===== src/rtl/mul_inflight_tracker_if.sv =====
// ID-side issue signals and the Mk occupancy/stall outputs of the multiplier shadow pipeline.
// The pipeline control drives the master side and the tracker sits on the slave side.
interface mul_inflight_tracker_if;
  logic       id_valid;
  logic       id_is_mul;
  logic       id_writes_reg;
  logic [4:0] id_reg_dest_addr;
  logic [4:0] id_reg_a_addr;
  logic [4:0] id_reg_b_addr;
  logic       ext_stall_in;
  logic       flush_in;

  logic [4:0] m1_reg_dest_addr;
  logic [4:0] m2_reg_dest_addr;
  logic [4:0] m3_reg_dest_addr;
  logic [4:0] m4_reg_dest_addr;
  logic [4:0] m5_reg_dest_addr;
  logic       m1_is_mul;
  logic       m2_is_mul;
  logic       m3_is_mul;
  logic       m4_is_mul;
  logic       m5_is_mul;
  logic       wb_valid;
  logic [4:0] wb_reg_dest_addr;
  logic [2:0] inflight_count;
  logic       stall_out;

  modport master (
    output id_valid, id_is_mul, id_writes_reg,
    output id_reg_dest_addr, id_reg_a_addr, id_reg_b_addr,
    output ext_stall_in, flush_in,
    input  m1_reg_dest_addr, m2_reg_dest_addr, m3_reg_dest_addr,
    input  m4_reg_dest_addr, m5_reg_dest_addr,
    input  m1_is_mul, m2_is_mul, m3_is_mul, m4_is_mul, m5_is_mul,
    input  wb_valid, wb_reg_dest_addr, inflight_count, stall_out
  );

  modport slave (
    input  id_valid, id_is_mul, id_writes_reg,
    input  id_reg_dest_addr, id_reg_a_addr, id_reg_b_addr,
    input  ext_stall_in, flush_in,
    output m1_reg_dest_addr, m2_reg_dest_addr, m3_reg_dest_addr,
    output m4_reg_dest_addr, m5_reg_dest_addr,
    output m1_is_mul, m2_is_mul, m3_is_mul, m4_is_mul, m5_is_mul,
    output wb_valid, wb_reg_dest_addr, inflight_count, stall_out
  );
endinterface


===== src/rtl/mul_inflight_tracker.sv =====
// Five-stage shadow of the fixed-latency multiplier: publishes Mk occupancy and raises
// stalls for RAW hazards on in-flight mul results and for RF write-port collisions.
module mul_inflight_tracker #(
  parameter int ALU_WB_DIST = 3,
  parameter bit WB_FORWARD  = 1'b1
) (
  input  logic                   clk,
  input  logic                   reset,
  mul_inflight_tracker_if.slave  bus
);
  localparam int DEPTH        = 5;
  localparam int RAW_DEPTH    = WB_FORWARD ? DEPTH - 1 : DEPTH;
  // Entry that retires in the same cycle a non-mul issued now would write back.
  localparam int CONFLICT_IDX = DEPTH - ALU_WB_DIST;

  logic [DEPTH-1:0] valid_reg;
  logic [DEPTH-1:0] valid_next;
  logic [4:0]       dest_reg  [DEPTH];
  logic [4:0]       dest_next [DEPTH];
  logic [2:0]       count_reg;
  logic [2:0]       count_next;
  logic [DEPTH-1:0] raw_match;
  logic             raw_hit;
  logic             conflict_hit;
  logic             stall;
  logic             issue;

  generate
    for (genvar gi = 0; gi < DEPTH; gi++) begin : g_raw
      if (gi < RAW_DEPTH) begin : g_chk
        assign raw_match[gi] = valid_reg[gi] && (dest_reg[gi] != 5'd0) &&
                               ((dest_reg[gi] == bus.id_reg_a_addr) ||
                                (dest_reg[gi] == bus.id_reg_b_addr));
      end else begin : g_fwd
        assign raw_match[gi] = 1'b0;
      end
    end
  endgenerate

  assign raw_hit      = bus.id_valid & (|raw_match);
  assign conflict_hit = bus.id_valid & bus.id_writes_reg & ~bus.id_is_mul &
                        valid_reg[CONFLICT_IDX];
  assign stall        = (raw_hit | conflict_hit) & ~bus.flush_in;
  assign issue        = bus.id_valid & bus.id_is_mul & bus.id_writes_reg &
                        ~stall & ~bus.ext_stall_in & ~bus.flush_in;

  generate
    for (genvar gi = 0; gi < DEPTH; gi++) begin : g_stage
      if (gi == 0) begin : g_m1
        assign valid_next[gi] = issue;
        assign dest_next[gi]  = issue ? bus.id_reg_dest_addr : 5'd0;
      end else if (gi == 1) begin : g_m2
        // M1 is younger than the redirecting branch in EX, so it dies on flush.
        assign valid_next[gi] = valid_reg[gi-1] & ~bus.flush_in;
        assign dest_next[gi]  = bus.flush_in ? 5'd0 : dest_reg[gi-1];
      end else begin : g_mk
        assign valid_next[gi] = valid_reg[gi-1];
        assign dest_next[gi]  = dest_reg[gi-1];
      end
    end
  endgenerate

  always_comb begin
    count_next = 3'd0;
    for (int i = 0; i < DEPTH; i++) begin
      count_next = count_next + 3'(valid_next[i]);
    end
  end

  always_ff @(posedge clk) begin
    if (!reset) begin
      valid_reg <= '0;
      count_reg <= 3'd0;
      for (int i = 0; i < DEPTH; i++) begin
        dest_reg[i] <= 5'd0;
      end
    end else begin
      valid_reg <= valid_next;
      count_reg <= count_next;
      for (int i = 0; i < DEPTH; i++) begin
        dest_reg[i] <= dest_next[i];
      end
    end
  end

  assign bus.m1_reg_dest_addr = dest_reg[0];
  assign bus.m2_reg_dest_addr = dest_reg[1];
  assign bus.m3_reg_dest_addr = dest_reg[2];
  assign bus.m4_reg_dest_addr = dest_reg[3];
  assign bus.m5_reg_dest_addr = dest_reg[4];
  assign bus.m1_is_mul        = valid_reg[0];
  assign bus.m2_is_mul        = valid_reg[1];
  assign bus.m3_is_mul        = valid_reg[2];
  assign bus.m4_is_mul        = valid_reg[3];
  assign bus.m5_is_mul        = valid_reg[4];
  assign bus.wb_valid         = valid_reg[4];
  assign bus.wb_reg_dest_addr = dest_reg[4];
  assign bus.inflight_count   = count_reg;
  assign bus.stall_out        = stall;
endmodule


===== src/flat_wrapper.sv =====
// flat-port wrapper written by rule: the top's interface ports become plain ports
module mul_inflight_tracker_flat 
#(
  parameter int ALU_WB_DIST = 3,
  parameter bit WB_FORWARD  = 1'b1
)
  (clk, reset, bus_id_valid, bus_id_is_mul, bus_id_writes_reg, bus_id_reg_dest_addr, bus_id_reg_a_addr, bus_id_reg_b_addr, bus_ext_stall_in, bus_flush_in, bus_m1_reg_dest_addr, bus_m2_reg_dest_addr, bus_m3_reg_dest_addr, bus_m4_reg_dest_addr, bus_m5_reg_dest_addr, bus_m1_is_mul, bus_m2_is_mul, bus_m3_is_mul, bus_m4_is_mul, bus_m5_is_mul, bus_wb_valid, bus_wb_reg_dest_addr, bus_inflight_count, bus_stall_out);
  mul_inflight_tracker_if bus_i ();
  input  logic clk;
  input  logic reset;
  input wire logic [$bits(bus_i.id_valid)-1:0] bus_id_valid;
  input wire logic [$bits(bus_i.id_is_mul)-1:0] bus_id_is_mul;
  input wire logic [$bits(bus_i.id_writes_reg)-1:0] bus_id_writes_reg;
  input wire logic [$bits(bus_i.id_reg_dest_addr)-1:0] bus_id_reg_dest_addr;
  input wire logic [$bits(bus_i.id_reg_a_addr)-1:0] bus_id_reg_a_addr;
  input wire logic [$bits(bus_i.id_reg_b_addr)-1:0] bus_id_reg_b_addr;
  input wire logic [$bits(bus_i.ext_stall_in)-1:0] bus_ext_stall_in;
  input wire logic [$bits(bus_i.flush_in)-1:0] bus_flush_in;
  output wire logic [$bits(bus_i.m1_reg_dest_addr)-1:0] bus_m1_reg_dest_addr;
  output wire logic [$bits(bus_i.m2_reg_dest_addr)-1:0] bus_m2_reg_dest_addr;
  output wire logic [$bits(bus_i.m3_reg_dest_addr)-1:0] bus_m3_reg_dest_addr;
  output wire logic [$bits(bus_i.m4_reg_dest_addr)-1:0] bus_m4_reg_dest_addr;
  output wire logic [$bits(bus_i.m5_reg_dest_addr)-1:0] bus_m5_reg_dest_addr;
  output wire logic [$bits(bus_i.m1_is_mul)-1:0] bus_m1_is_mul;
  output wire logic [$bits(bus_i.m2_is_mul)-1:0] bus_m2_is_mul;
  output wire logic [$bits(bus_i.m3_is_mul)-1:0] bus_m3_is_mul;
  output wire logic [$bits(bus_i.m4_is_mul)-1:0] bus_m4_is_mul;
  output wire logic [$bits(bus_i.m5_is_mul)-1:0] bus_m5_is_mul;
  output wire logic [$bits(bus_i.wb_valid)-1:0] bus_wb_valid;
  output wire logic [$bits(bus_i.wb_reg_dest_addr)-1:0] bus_wb_reg_dest_addr;
  output wire logic [$bits(bus_i.inflight_count)-1:0] bus_inflight_count;
  output wire logic [$bits(bus_i.stall_out)-1:0] bus_stall_out;
  assign bus_i.id_valid = bus_id_valid;
  assign bus_i.id_is_mul = bus_id_is_mul;
  assign bus_i.id_writes_reg = bus_id_writes_reg;
  assign bus_i.id_reg_dest_addr = bus_id_reg_dest_addr;
  assign bus_i.id_reg_a_addr = bus_id_reg_a_addr;
  assign bus_i.id_reg_b_addr = bus_id_reg_b_addr;
  assign bus_i.ext_stall_in = bus_ext_stall_in;
  assign bus_i.flush_in = bus_flush_in;
  assign bus_m1_reg_dest_addr = bus_i.m1_reg_dest_addr;
  assign bus_m2_reg_dest_addr = bus_i.m2_reg_dest_addr;
  assign bus_m3_reg_dest_addr = bus_i.m3_reg_dest_addr;
  assign bus_m4_reg_dest_addr = bus_i.m4_reg_dest_addr;
  assign bus_m5_reg_dest_addr = bus_i.m5_reg_dest_addr;
  assign bus_m1_is_mul = bus_i.m1_is_mul;
  assign bus_m2_is_mul = bus_i.m2_is_mul;
  assign bus_m3_is_mul = bus_i.m3_is_mul;
  assign bus_m4_is_mul = bus_i.m4_is_mul;
  assign bus_m5_is_mul = bus_i.m5_is_mul;
  assign bus_wb_valid = bus_i.wb_valid;
  assign bus_wb_reg_dest_addr = bus_i.wb_reg_dest_addr;
  assign bus_inflight_count = bus_i.inflight_count;
  assign bus_stall_out = bus_i.stall_out;
  mul_inflight_tracker #(.ALU_WB_DIST(ALU_WB_DIST), .WB_FORWARD(WB_FORWARD)) u_core (.clk(clk), .reset(reset), .bus(bus_i));
endmodule

===== config.mk =====
export PLATFORM = sky130hd
export DESIGN_NAME = mul_inflight_tracker_flat
export DESIGN_NICKNAME = d
export VERILOG_FILES = /design/src/rtl/mul_inflight_tracker_if.sv /design/src/rtl/mul_inflight_tracker.sv /design/src/flat_wrapper.sv
export SDC_FILE = /design/constraint.sdc
export NUM_CORES = 1
export LEC_CHECK = 0
export CORE_ASPECT_RATIO = 1.2
export CORE_UTILIZATION = 43
export CTS_CLUSTER_SIZE = 20
export DETAILED_ROUTE_END_ITERATION = 8
export PLACE_DENSITY = 0.8
export SLEW_MARGIN = 20
export SYNTH_ARGS = -nofsm -noshare
export SYNTH_HDL_FRONTEND = slang
export SYNTH_SLANG_ARGS = --single-unit

===== constraint.sdc =====
create_clock -name clk -period 4.2 [get_ports clk]
set_input_delay 0.42 -clock clk [delete_from_list [all_inputs] [get_ports clk]]
set_output_delay 0.42 -clock clk [all_outputs]
set_load 0.02 [all_outputs]

Yosys cells after proc, flatten, opt, wreduce, memory -nomap -nowiden
Memory sizes are Yosys's and may differ from the RTL's.
Cells that the tools add are included.
{"block": "totals", "input_bits": 22, "regBits": 8, "mem_bits_rw": 25, "out_inout_bits": 40, "n_memories": 1}
{"memory": "u_core.dest_reg", "words": 5, "width": 5, "rd": 5, "rd_clocked_by_memory_dff": 0, "write_ports": 5, "line": "mul_inflight_tracker.sv:18", "rtl": "logic [4:0] dest_reg [DEPTH];"}
{"block": "classes", "mux": 9, "eq_ne": 8, "bitwise": 21, "reduce_logical": 17, "n_addsub": 4}
{"cell": "equality test 5 bit", "count": 8}
{"cell": "2-to-1 mux 5 bit", "count": 7}
{"cell": "nonzero test 5 bit", "count": 4}
{"cell": "AND 1 bit", "count": 11}
{"cell": "adder 3 x 1 -> 3 bit", "count": 3}
{"cell": "logical AND 1 bit", "count": 8}
{"cell": "OR 1 bit", "count": 6}
{"cell": "logical OR 1 bit", "count": 4}
{"cell": "NOT 1 bit", "count": 4}
{"cell": "OR reduction 4 bit", "count": 1}
{"cell": "adder 1 x 1 -> 2 bit", "count": 1}
{"cell": "2-to-1 mux 1 bit", "count": 2}

Logic depth before layout (Yosys ltp)
Gate-level depths: netlist (run 1).
An unclocked memory read counts as a cell.
{"block": "logic_depth", "depth_word": 16, "depth_mapped": 12, "ltp_nobuf": 12}

Least setup slack after synthesis (run 1)
OpenSTA, ideal clock, no wires.
{"block": "synth_timing", "path_kind": "reg2reg", "from": "mem u_core.dest_reg[3][0]", "to": "reg u_core.count_reg[1], in the netlist u_core.bus.inflight_count[1]", "setup_ns": 0.115, "slack_ns": 1.152, "t_required_ns": 4.085, "arrival_ns": 2.933, "path_stages_with_launch": 12, "path_buffers": 0, "cell_sequence": "dfxtp_1 or4_4 o21ai_2 o22ai_2 nor4_1 ha_1 inv_1 fa_1 inv_1 ha_1 fa_1 and2_1"}
{"element": "start: declaration", "line": "mul_inflight_tracker.sv:18"}
{"element": "end signal: assignment", "line": "mul_inflight_tracker.sv:79", "rtl": "count_reg <= count_next;"}
{"element": "end: declaration", "line": "mul_inflight_tracker.sv:20", "rtl": "logic [2:0] count_reg;"}

Worst setup path in the final report (run 1)
{"block": "layout_timing", "from": "in bus_id_reg_b_addr[2]", "to": "reg u_core.count_reg[1], in the netlist u_core.bus.inflight_count[1]"}
{"block": "layout_via", "elab_chain_cells": 15, "elab_cells_between_ends": 24}
{"element": "start: declaration", "line": "flat_wrapper.sv:16", "rtl": "input wire logic [$bits(bus_i.id_reg_b_addr)-1:0] bus_id_reg_b_addr;"}
{"element": "equality test 5 bit", "line": "mul_inflight_tracker.sv:33", "rtl": "(dest_reg[gi] == bus.id_reg_b_addr));"}
{"element": "logical OR 1 bit", "line": "mul_inflight_tracker.sv:32", "rtl": "((dest_reg[gi] == bus.id_reg_a_addr) ||"}
{"element": "logical AND 1 bit", "line": "mul_inflight_tracker.sv:31", "rtl": "assign raw_match[gi] = valid_reg[gi] && (dest_reg[gi] != 5'd0) &&"}
{"element": "OR reduction 4 bit *", "line": "mul_inflight_tracker.sv:40", "rtl": "assign raw_hit = bus.id_valid & (|raw_match);"}
{"element": "AND 1 bit *", "line": "mul_inflight_tracker.sv:40"}
{"element": "OR 1 bit *", "line": "mul_inflight_tracker.sv:43", "rtl": "assign stall = (raw_hit | conflict_hit) & ~bus.flush_in;"}
{"element": "AND 1 bit *", "line": "mul_inflight_tracker.sv:43"}
{"element": "NOT 1 bit *", "line": "mul_inflight_tracker.sv:45", "rtl": "~stall & ~bus.ext_stall_in & ~bus.flush_in;"}
{"element": "AND 1 bit *", "line": "mul_inflight_tracker.sv:44", "rtl": "assign issue = bus.id_valid & bus.id_is_mul & bus.id_writes_reg &"}
{"element": "AND 1 bit * (2 in series)", "line": "mul_inflight_tracker.sv:45"}
{"element": "via u_core.issue", "line": "mul_inflight_tracker.sv:26", "rtl": "logic issue;"}
{"element": "adder 1 x 1 -> 2 bit *", "line": "mul_inflight_tracker.sv:66", "rtl": "count_next = count_next + 3'(valid_next[i]);"}
{"element": "adder 3 x 1 -> 3 bit * (3 in series)", "line": "mul_inflight_tracker.sv:66"}
{"element": "via u_core.count_next[1]", "line": "mul_inflight_tracker.sv:21", "rtl": "logic [2:0] count_next;"}
The timed path passes the listed nets; every way through them passes the cells marked *.
A chain may end at the register's enable or synchronous reset.

==> impl_metrics.yaml, run 1 <==
clock_tree:
  cts_max_level: 2
  cts_buffer_depth: 2
  post_cts_resized: 0
  holdBufCountCts: 0
  postCtsSetupBuffers: 0
  cts_root_buf: "clkbuf_8"
  clk_pin_slew_ps: 70
  cts_tree: "built"
  cts-buffers-inserted: 5
  cts_sinks: 33
  clkLatencyLatePin_ps: 290
worst_setup_path:
  end_kind: "flip-flop"
  path_cells: "clkdlybuf4s50_1 -> xor2_1 -> nor3_1 -> a22oi_1 -> o22ai_2 -> nor4_1 -> ha_1 -> inv_1 -> fa_1 -> inv_1 -> ha_1 -> fa_1 -> and2_1"
  cp-start-kind: "input pin"
  rr_worst_depth: 11
  r2r_slack_ps: 1000
  worstPathArrival_ps: 3720
  slowest_delay_ps: 560
  crit_path_top_delay_cell: "clkdlybuf4s50_1"
  worstPathMaxFanout: 8
  r2r-start: "u_core.dest_reg[1][0]"
  reg2reg_to: "u_core.bus.inflight_count[1]"
  critPathRequiredTime_ps: 4380
  criticalPathCategory: "input pin to flip-flop"
sta:
  fin_crit_sh_pct: 84.3
  rsz0062_at_grt: "no"
  relSlewSlack_pct: 58.2
  holdWs_ps: 523
  final-setup-viol-count: 0
  max_slew.worst_pin.slew_ps: 625
  drv_slew: 0
  fin_crit_ps: 3540
  tns_ps: 0
  finClkSkew_ps: 5.02
  setup_ws_ps: 660
  finalHoldViolCount: 0
  max_freq_mhz: 282
detailed_routing:
  initialDrtViolationCount: 24
  viasPerCell: 5.03
  drtAntennaViolNets: 0
  remaining_drc_errors: 4
  drtPass1Iterations: 9
  via_count: 1347
  routed_wl_um: 3630
  wire_per_inst_um: 13.5
finish:
  diodes: 0
  multi_input_area_um2: 863
  largest_reg_flops: 25
  design_area_mm2: 0.00234
  nets: 254
  nFillCells: 293
  seq_area_um2: 661
  instances_no_fill: 268
  syn_to_final_growth_pct: 44.8
  drive_gt1_share_pct: 5.68
placement:
  place_ws_ps: 372
  placed_area_mm2: 0.00222
  dp_hpwl_um: 2720
  numPlacedInstances: 260
  gp_congestion: 0.795
  io_buffers: 61
yosys:
  ys.flop_type: "dfxtp_1"
  yosysTopAreaCell: "dfxtp_1"
  syn_area_mm2: 0.00161
  synth_top_area_share_pct: 40.9
  synth_cell_type_count: 23
  yosys-top-cells-count: "xor2_1 (40), dfxtp_1 (33), and2_1 (26)"
  synth_seq_cells: 33
  post_synth_inst_count: 168
  yosysWarnings: 0
  ys_seq_area_share_pct: 40.9
  async_reset_ff_share_pct: 0
  synth.net_count: 194
  yosysMostFrequentCell: "xor2_1"
  synth_edf_count: 0
  syn_avg_cell_area_um2: 9.61
  synth_area_leaders: "dfxtp_1 (41%), xor2_1 (22%), and2_1 (10%)"
floorplan:
  fp.dieH_um: 69.1
  rows: 24
  start_util_pct: 44.8
  die-area_mm2: 0.00400
  ios: 62
  core-area_mm2: 0.00360
  die_x_um: 57.9
global_routing:
  overflow: 0
  first_global_vias: 1222
  antenna_found_initial: 0
  grt_max_degree: 24
  track_usage_pct: 19.2
  grt_pass1_wl_um: 5680
power:
  ir_drop_mv: 0.240
  p_leak_nw: 1.02
  power_density_mw_per_mm2: 289
min_path:
  worstHoldPathType: "flip-flop to flip-flop"
  min_from: "u_core.valid_reg[0]"
  hold_end: "u_core.valid_reg[1]"
  whs_path_depth: 1
outcome:
  violations: "design-rule violations"
  outcome: "finished, violations left"
run:
  max_cap_viol_count: 0
## where the power goes
group | switching (mW) | leakage, nW | internal, mW | total, mW
logic | 0.0272 | 0.693 | 0.0311 | 0.0583
registers | 0.000924 | 0.266 | 0.314 | 0.315
clock network | 0.110 | 0.0585 | 0.193 | 0.303
## logic make-up (layout without fill, tap and decap cells)
family,after synthesis,in the layout,synth area share (%)
AO/OA/AOI/OAI,11,11,5.74
XOR/XNOR,40,40,21.7
adder cells (fa/ha/maj),4,4,4.03
buffers and inverters,18,79,5.58
flip-flops,33,33,40.9
AND/OR/NAND/NOR,62,62,22.0
## final cells by class
cell class,instances,area share [%]
Sequential cell,33,28.3
Clock buffer,7,3.69
Inverter,10,1.61
Timing Repair Buffer,61,26.1
Multi-Input combinational cell,117,36.9
Clock inverter,1,1.28
Tap cell,39,2.09
## critical path: cells and delay by family
| family | cells | cell delay (ps) |
|---|---|---|
| buf+inv | 3 | 650 |
| compound gates | 2 | 530 |
| simple gates | 3 | 510 |
| xor+xnor | 1 | 230 |
| fa+ha+maj | 4 | 1390 |
## placed cells by master, fill, tap and decap left out, drive strengths merged
cell and count:
o21ai 4, nor3 9, or4 4, nand2 2, and2 27, bufinv 1, nor2b 3, dfxtp 33
o22ai 2, o31a 1, inv 10, nor4 6, xor2 40, nor2 10, a22oi 4, fa 2
nand3 1, clkdlybuf4s50 61, clkbuf 7, ha 2
## stage by stage
stage,power (mW),utilization [%]
after global placement,0.379,61.6
after detailed placement,0.379,61.6
after floorplan,0.345,-
after global routing,0.700,64.9
after CTS,0.681,64.9
final,0.676,64.9
## layer usage
layer | track usage, % | share of wire (%) | up-vias
li1 | - | - | 661
met1 | 21.6 | 40 | 629
met2 | 31.7 | 52 | 50
met3 | 5.82 | 6.2 | 7
met4 | 10.6 | 2.1 | 0
met5 | 0 | 0 | -
## how the worst max path moves through the flow
| stage | depth (start not counted) | to | startpoint |
|---|---|---|---|
| 2_1_floorplan | 11 | u_core.bus.inflight_count[1] | u_core.dest_reg[3][0] |
| 3_5_place_dp | 13 | u_core.bus.inflight_count[1] | bus_id_reg_b_addr[2] |
| 3_3_place_gp | 13 | u_core.bus.inflight_count[1] | bus_id_reg_b_addr[2] |
| 5_1_grt | 13 | u_core.bus.inflight_count[1] | bus_id_reg_b_addr[2] |
| 4_1_cts | 13 | u_core.bus.inflight_count[1] | bus_id_reg_b_addr[2] |
| 6_report | 13 | u_core.bus.inflight_count[1] | bus_id_reg_b_addr[2] |
Note: power is estimated with default switching activity, not from simulation.
==> run 2, diff against run 1 <==
- CORE_UTILIZATION: 43 -> 39
- PLACE_DENSITY: 0.8 -> 0.76
- clock period: 4.2 -> 3.1 ns (I/O delays scaled with it)
==> impl_metrics.yaml, run 2 (synthesis results as in run 1) <==
sta:
  finClkSkew_ps: 6.54
  final-setup-viol-count: 0
  fin_crit_sh_pct: 96.0
  drv_slew: 0
  rsz0062_at_grt: "yes"
  max_slew.worst_pin.slew_ps: 671
  relSlewSlack_pct: 55.1
  tns_ps: 0
  setup_ws_ps: 123
  finalHoldViolCount: 0
  fin_crit_ps: 2980
  max_freq_mhz: 336
finish:
  final_common_cell: "clkdlybuf4s50_1"
  drive_gt1_share_pct: 12.6
  nets: 265
  largest_reg_flops: 25
  most-common-layout-cells: "clkdlybuf4s50_1 (51), xor2_1 (40), dfxtp_1 (32)"
  syn_to_final_growth_pct: 50.5
  diodes: 0
detailed_routing:
  via_count: 1327
  viasPerCell: 4.53
  wire_per_inst_um: 12.5
  remaining_drc_errors: 0
  drtAntennaViolNets: 0
  routed_wl_um: 3650
  initialDrtViolationCount: 32
  dr.max_layer_used: "met4"
  wl_met3_um: 211
  wl_met2_um: 1790
  met1_length_um: 1580
  drtPass1Iterations: 4
clock_tree:
  postCtsSetupBuffers: 0
  clk_pin_slew_ps: 60
  cts_sinks: 33
  holdBufCountCts: 0
  cts_tree: "built"
  cts_max_level: 2
  cts_buffer_depth: 2
  cts-buffers-inserted: 5
  clkLatencyLatePin_ps: 290
  cts_root_buf: "clkbuf_8"
min_path:
  worstHoldPathType: "flip-flop to flip-flop"
outcome:
  outcome: "finished clean"
floorplan:
  die-area_mm2: 0.00440
  start_util_pct: 41.0
  core-area_mm2: 0.00394
  fp.dieH_um: 72.5
  die_x_um: 60.7
  rows: 25
  ios: 62
power:
  p_total_mw: 0.823
  ir_drop_mv: 0.221
  power_density_mw_per_mm2: 339
  p_leak_nw: 1.08
global_routing:
  grt_max_degree: 24
  overflow: 0
  track_usage_pct: 18.7
  first_global_vias: 1260
  grt_pass1_wl_um: 5910
  antenna_found_initial: 0
worst_setup_path:
  cp-start-kind: "flip-flop"
  criticalPathCategory: "flip-flop to flip-flop"
  crit_family: "adder cells"
  crit_path_top_delay_cell: "or4_4"
  critPathRequiredTime_ps: 3270
  end_kind: "flip-flop"
  path_cells: "or4_4 -> o21ai_2 -> o22ai_2 -> nor4_2 -> ha_1 -> inv_1 -> fa_1 -> inv_1 -> ha_1 -> fa_1 -> and2_1"
  slowest_delay_ps: 540
  worstPathMaxFanout: 2
  worstPathArrival_ps: 3150
  crit_buf_inv: 2
placement:
  io_buffers: 61
  place_ws_ps: -387
  dp_hpwl_um: 2830
  gp_congestion: 0.777
run:
  max_cap_viol_count: 0
## run 2: cell count changes in the layout (fill, tap and decap cells not counted), sizes merged
cell           delta
buf              +11
bufinv            -1
clkdlybuf4s50    -10
dlygate4sd2       +9
dlymetal6s2s      +1
## run 2: stage by stage
stage / std cells / utilization [%] / hold slack (ps) / area (um2)
after global routing: 293 / 61.6 / 531 / 2430
after floorplan: 168 / - / 429 / 1610
final: 293 / 61.6 / 516 / 2430
after detailed placement: 286 / 58.9 / 506 / 2320
after CTS: 293 / 60.8 / 515 / 2400
after global placement: 286 / 58.9 / 505 / 2320
## run 2: layout make-up
class                      count  area [um2]
fill                         368        1510
multi-input combinational    117         891
timing repair buffer          72         684
sequential                    33         662
clock buffer                   7        86.3
tap                           54        67.6
inverter                      10        37.5
## run 2: layer usage
layer / global-route usage, % / up-vias
met5: 0 / -
met2: 30.9 / 40
met4: 7.58 / 0
met1: 22.3 / 599
li1: - / 681
met3: 5.35 / 7
## run 2: final timing paths
path,from,end,slack (ps),depth (start not counted)
min,u_core.valid_reg[0],u_core.valid_reg[1],520,1
max reg2reg,u_core.dest_reg[1][0],u_core.bus.inflight_count[1],120,11
max,u_core.dest_reg[1][0],u_core.bus.inflight_count[1],120,11
min reg2reg,u_core.valid_reg[0],u_core.valid_reg[1],520,1
## run 2: where the power goes
part           switching, mW  internal [mW]
clock                  0.145          0.176
combinational         0.0375         0.0384
sequential          0.000936          0.425
total                  0.183          0.639
## run 2: repair_timing
item | CTS | global route
resized for setup | 9 | 8
setup endpoints to repair | 1 | 2
pin swaps | 0 | 1
